File: src/rtl/serial_subtractor.sv
// Bit-serial unsigned subtractor: D = A - B mod 2^WIDTH, Bout = (A < B).
// One bit per clock, LSB first; three-state control (IDLE -> RUN -> DONE).
module serial_subtractor #(
  parameter int WIDTH = 4
) (
  input  logic             clk,
  input  logic             rst,
  input  logic             start,
  input  logic [WIDTH-1:0] A,
  input  logic [WIDTH-1:0] B,
  output logic             busy,
  output logic             done,
  output logic [WIDTH-1:0] D,
  output logic             Bout
);

  localparam int CW = $clog2(WIDTH + 1);
  localparam logic [CW-1:0] LAST = CW'(WIDTH - 1);

  typedef enum logic [1:0] {IDLE, RUN, DONE} state_t;

  state_t           state_q, state_d;
  logic [WIDTH-1:0] a_q, a_d, b_q, b_d, d_q, d_d;
  logic [CW-1:0]    cnt_q, cnt_d;
  logic             br_q, br_d, bout_q, bout_d, busy_q, busy_d, done_q, done_d;
  logic             dbit, br_next;

  function automatic logic diff_bit(input logic a, input logic b, input logic br);
    return a ^ b ^ br;
  endfunction

  function automatic logic borrow_bit(input logic a, input logic b, input logic br);
    return (~a & b) | (~(a ^ b) & br);
  endfunction

  always_comb begin
    state_d = state_q;
    a_d     = a_q;
    b_d     = b_q;
    d_d     = d_q;
    cnt_d   = cnt_q;
    br_d    = br_q;
    bout_d  = bout_q;
    dbit    = diff_bit(a_q[0], b_q[0], br_q);
    br_next = borrow_bit(a_q[0], b_q[0], br_q);
    case (state_q)
      IDLE: begin
        if (start) begin
          a_d     = A;
          b_d     = B;
          br_d    = 1'b0;
          cnt_d   = '0;
          state_d = RUN;
        end
      end
      RUN: begin
        // Operands drain from the LSB end while the result fills from the MSB end.
        a_d   = a_q >> 1;
        b_d   = b_q >> 1;
        d_d   = {dbit, d_q[WIDTH-1:1]};
        br_d  = br_next;
        cnt_d = cnt_q + CW'(1);
        if (cnt_q == LAST) begin
          bout_d  = br_next;
          state_d = DONE;
        end
      end
      DONE:    state_d = IDLE;
      default: state_d = IDLE;
    endcase
    busy_d = (state_d != IDLE);
    done_d = (state_d == DONE);
  end

  always_ff @(posedge clk or posedge rst) begin
    if (rst) begin
      state_q <= IDLE;
      a_q     <= '0;
      b_q     <= '0;
      d_q     <= '0;
      cnt_q   <= '0;
      br_q    <= 1'b0;
      bout_q  <= 1'b0;
      busy_q  <= 1'b0;
      done_q  <= 1'b0;
    end else begin
      state_q <= state_d;
      a_q     <= a_d;
      b_q     <= b_d;
      d_q     <= d_d;
      cnt_q   <= cnt_d;
      br_q    <= br_d;
      bout_q  <= bout_d;
      busy_q  <= busy_d;
      done_q  <= done_d;
    end
  end

  assign busy = busy_q;
  assign done = done_q;
  assign D    = d_q;
  assign Bout = bout_q;

endmodule

File: config.mk
export PLATFORM = sky130hd
export DESIGN_NAME = serial_subtractor
export DESIGN_NICKNAME = d
export VERILOG_FILES = /design/src/rtl/serial_subtractor.sv
export SDC_FILE = /design/constraint.sdc
export NUM_CORES = 1
export LEC_CHECK = 0
export BUFFER_PORTS_ARGS = -buffer_cell sky130_fd_sc_hd__buf_2
export CAP_MARGIN = 20
export CELL_PAD_IN_SITES_DETAIL_PLACEMENT = 1
export CELL_PAD_IN_SITES_GLOBAL_PLACEMENT = 1
export CORE_MARGIN = 3
export CORE_UTILIZATION = 42
export DETAILED_ROUTE_END_ITERATION = 6
export GPL_TIMING_DRIVEN = 0
export HOLD_SLACK_MARGIN = 0.05
export PLACE_DENSITY = 0.84
export REMOVE_ABC_BUFFERS = 1
export SKIP_CTS_REPAIR_TIMING = 1
export SLEW_MARGIN = 20
export SYNTH_ARGS = -nofsm -noshare
export SYNTH_HDL_FRONTEND = slang
export SYNTH_SLANG_ARGS = --single-unit
export TNS_END_PERCENT = 50
File: constraint.sdc
create_clock -name clk -period 2 [get_ports clk]
set_input_delay 0 -clock clk [delete_from_list [all_inputs] [get_ports clk]]
set_output_delay 0 -clock clk [all_outputs]
set_load 0.005 [all_outputs]
======== Yosys cells after proc, flatten, opt, wreduce, memory -nomap -nowiden ========
Index checks and enable logic that the tools add are counted.
word-level totals
  register bits ........................... 21
  latch bits .............................. 0
  bits in writable memories ............... 0
  bits in read-only memories .............. 0
  input port bits ......................... 11
  output and inout port bits .............. 7
  logic and storage cells ................. 37
  memories ................................ 0
cells by class
  add/subtract/negate cells ............... 1
  $mul .................................... 0
  divide/modulo/power cells ............... 0
  order comparisons ....................... 0
  eq/ne operators ......................... 4
  shift-type cells ........................ 0
  mux-type cells .......................... 11
  bitwise gates (word level) .............. 7
  reduce and logical (&&, ||, !) cells .... 5
operator list
  kind                                                  number
  case mux 4 bit (2 select lines)                       2
  2-to-1 mux 4 bit                                      2
  case mux 3 bit (2 select lines)                       1
  2-to-1 mux 2 bit                                      2
  case mux 2 bit (2 select lines)                       1
  AND reduction 2 bit                                   2
  nonzero test 2 bit                                    2
  adder 3 x 1 -> 3 bit (second input constant)          1
  equality test 3 x 2 -> 1 bit (second input constant)  1
  2-to-1 mux 3 bit                                      1
  bitwise AND 1 bit                                     2
  equality test 2 x 1 -> 1 bit (second input constant)  1
  equality test 2 bit (second input constant)           1
  zero test 2 bit                                       1
  != test 2 bit (second input constant)                 1
  NOT 1 bit                                             2
  case mux 1 bit (2 select lines)                       1
  bitwise XOR 1 bit                                     2
  2-to-1 mux 1 bit                                      1
  OR 1 bit                                              1

======== Depth between registers and ports, before layout ========
  depth after elaboration ................. 5
  mapped depth ............................ 4
  depth with buffers taken out ............ 4

======== Least setup slack after synthesis ========
No wires, ideal clock.
  path kind ............................... register to register
  start point ............................. register cnt_q[0]
  end point ............................... register bout_q (netlist: Bout)
  setup time .............................. 0.125 ns
  arrival ................................. 1.241 ns
  required time ........................... 1.875 ns
  path slack .............................. 0.634 ns
  stages on the path, launching flop included .. 5
  path buffers ............................ 0
  period minus slack after synthesis ...... 1.366 ns
  path through ............................ dfrtp_1 -> ha_1 -> ha_1 -> and3b_2 -> mux2_4
between the ends
  cells in the longest elaborated chain, start to end .. 2
ends and longest elaborated chain
  element                        line  source
  start, declared                24    logic [CW-1:0] cnt_q, cnt_d;
  start signal, assigned         91    cnt_q <= cnt_d;
  equality test 3 x 2 -> 1 bit   63    if (cnt_q == LAST) begin
  AND reduction 2 bit (no line)  --
  end signal, assigned           93    bout_q <= bout_d;
  end, declared                  25    logic br_q, br_d, bout_q, bout_d, busy_q, busy_d, done_q, done_d;
Every way passes these cells.
A chain may end at the register's enable or synchronous reset.

======== Worst setup path after layout ========
  start point ............................. register state_q[0]
  end point ............................... register d_q[1] (netlist: D[1])
between the ends
  cells in the longest elaborated chain, start to end .. 1
ends and longest elaborated chain
  element                       line  source
  start, declared               22    state_t state_q, state_d;
  start signal, assigned        87    state_q <= state_d;
  equality test 2 x 1 -> 1 bit  46    case (state_q)
  end signal, assigned          80    d_q <= '0;
  end signal, assigned          90    d_q <= d_d;
  end, declared                 23    logic [WIDTH-1:0] a_q, a_d, b_q, b_d, d_q, d_d;
Every way passes these cells.

==> flow_summary_export.csv <==
group,metric,value,unit
status,outcome,"complete, no violations",
die,die-width,54.1,um
sta,period_minus_slack,1.68,ns
setup_path,worstSetupStartpointType,"flip-flop",
cts,clkSlewWorstSetupHoldPaths,0.12,ns
global_routing,grt_antenna_before_repair,0,
routing,wl_met1,815,um
synth,synth-seq-area-share,0.540,
routing,drc,0,
placed_design,gp_congestion,0.702,
cts,cts_tree,"built",
global_routing,grt_use_total,0.152,
routing,wl_met3,78,um
setup_path,critPathCaptureType,"flip-flop",
global_routing,grt_max_degree,22,
finish,nets,115,
run,maxCapViolCount,0,
routing,totalWireLength,1990,um
sta,finalSetupTns,0,ns
die,core,2080,um2
die,start_util,0.468,
global_routing,grt_pass1_wl,3100,um
power_and_ir_drop,internal_power,1.06,mW
sta,clock.fmax,595,MHz
synth,syn_area,973,um2
routing,routed_via_density,5.28,
setup_path,setup.worst_path.start,"state_q[0]",
die,rows,16,
cts,htree_levels,1,
setup_path,required,2.19,ns
power_and_ir_drop,powerDensity,1440,nW/um2
synth,syn_inst,77,
die,die_height,54.1,um
die,io_pins,18,
power_and_ir_drop,p_leak,0.558,nW
sta,worstMarginPinSlew,0.801,ns
cts,cts_buffer_depth,2,
routing,postRouteAntennaNets,0,
synth,synth.distinct_cells,27,
sta,finalClockSkew,0.00484,ns
placed_design,post-dp-hpwl,1380,um
setup_path,critPathMaxFanout,14,
power_and_ir_drop,combPwrFrac,0.416,
routing,drtIter0Drc,18,
sta,drv_slew,0,
power_and_ir_drop,clock_power_share,0.122,
finish,layout-drive-gt1-share,0.300,
sta,hold_viol_final,0,
routing,wl_met2,1080,um
finish,areaGrowthSynthToFinish,17.4,%
finish,final_util,0.549,
cts,root_buffer,"clkbuf_4",
sta,slew_headroom,0.465,
power_and_ir_drop,p_switching,0.587,mW
cts,cts_made_buffers,3,
power_and_ir_drop,peakVddDrop,0.000799,V
sta,period_share,0.840,
sta,grt_setup_unrepaired,"no",
die,dieArea,2930,um2
setup_path,r2r_start,"state_q[0]",
placed_design,port_buffers,17,
routing,avgRoutedWirePerCell,15.7,um
power_and_ir_drop,switching_share,0.357,
setup_path,critPathArrivalTime,1.87,ns
worst_hold_path,min_path_type,"in2reg",
synth,ys_seq_elements,21,
setup_path,crit_type,"reg2reg",
routing,vias,670,
synth,avgSynthCellArea,12.6,um2
power_and_ir_drop,power_frac_seq,0.462,
sta,setup_viol,0,
cts,clock_latency,0.29,ns
worst_hold_path,hold_start,"A[2]",
global_routing,overflow,0,
global_routing,first_global_vias,656,
routing,top_layer,"met4",
synth,yosysWarnings,0,
finish,num_antenna_cells,0,
cts,cts.sinks,21,
routing,dr.pass1.iters,4,
## power groups by stage
stage | Clock [mW] | Sequential [mW] | Combinational (mW)
6_report | 0.201 | 0.761 | 0.685
5_1_grt | 0.227 | 0.790 | 0.782
4_1_cts | 0.211 | 0.766 | 0.691
3_5_place_dp | 0 | 0.778 | 0.690
3_3_place_gp | 0 | 0.757 | 0.629
2_1_floorplan | 0 | 0.742 | 0.480
## synthesized netlist by cell type (all sizes together)
library cell  number  area [um2]
mux2               5        60.1
and3b              2        18.8
nand4bb            2        22.5
and2b              1        10.0
fa                 1        20.0
ha                 2        25.0
a211oi             2        20.0
a222oi             4        40.0
dfrtp             21         526
nor3b              2        15.0
nor4b              2        17.5
buf                4        37.5
mux2i              1        10.0
o21ba              1        10.0
nand2              2        7.51
inv               13        48.8
o311ai             2        17.5
a22o               3        26.3
o21bai             1        11.3
nor2b              2        15.0
nor2               4        15.0
## path summary, 6_finish.rpt
path,end,slack (ns),cells after the start
hold / removal,a_q[2],0.02,3
max in group asynchronous,a_q[3],1.12,3
setup reg to reg,D[1],0.32,2
setup / recovery,D[1],0.32,2
hold reg to reg,D[0],0.51,1
min in group asynchronous,D[2],0.38,3
## state kept, by name, indices dropped and copies added (netlist names)
| register | flops |
|---|---|
| D | 4 |
| cnt_q | 3 |
| a_q | 4 |
| br_q | 1 |
| Bout | 1 |
| b_q | 4 |
| busy | 1 |
| done | 1 |
| state_q | 2 |
## per-layer routing
layer  up-vias  GRT usage
li1        317          -
met1       340      0.187
met2        11      0.261
met3         2     0.0249
met4         0     0.0622
met5         -          0
## worst max-delay path, cell delays in order, from the launching register on
cell and delay, ns:
dfrtp_1 0.57, nor2b_2 0.60, mux2_2 0.41
## stage by stage
step | instances | area [um2] | setup WS, ns | hold WS, ns | power [mW]
5_1_grt | 127 | 1140 | 0.230 | 0.0675 | 1.80
4_1_cts | 121 | 1080 | 0.317 | -0.142 | 1.67
3_3_place_gp | 117 | 1050 | 0.417 | 0.174 | 1.39
2_1_floorplan | 73 | 936 | 0.634 | -0.0235 | 1.22
3_5_place_dp | 117 | 1050 | 0.305 | 0.197 | 1.47
6_report | 127 | 1140 | 0.320 | 0.0218 | 1.65
## cell families after synthesis
kind of cell / share of synthesized area
AOI/OAI and AO/OA: 0.129
adders and majority gates: 0.0463
buffers and inverters: 0.0887
DFF: 0.540
muxes: 0.0720
and+or+nand+nor: 0.125
## placed cells by master, fill, tap and decap left out, types with 2 or more instances in the layout
master         synthesis  routed
ha_1                   2       2
mux2_2                 3       3
dlygate4sd3_1          0       6
a222oi_1               4       4
dfrtp_1               21      21
inv_1                 13      13
a22o_1                 3       3
o311ai_0               2       2
nor4b_1                2       2
nor3b_1                2       2
clkbuf_4               0       3
nand4bb_1              2       2
nand2_1                2       2
nor2_1                 4       4
buf_2                  0      17
## area by class of cell
cell class / count / area [um2]
clock buffers: 3 / 22.5
clock inverters: 1 / 5.00
fillers: 237 / 940
inverters: 13 / 48.8
multi-input cells: 39 / 362
flip-flops and latches: 21 / 526
well taps: 27 / 33.8
repair buffers: 23 / 145
Note: power is estimated with default switching activity, not from simulation.
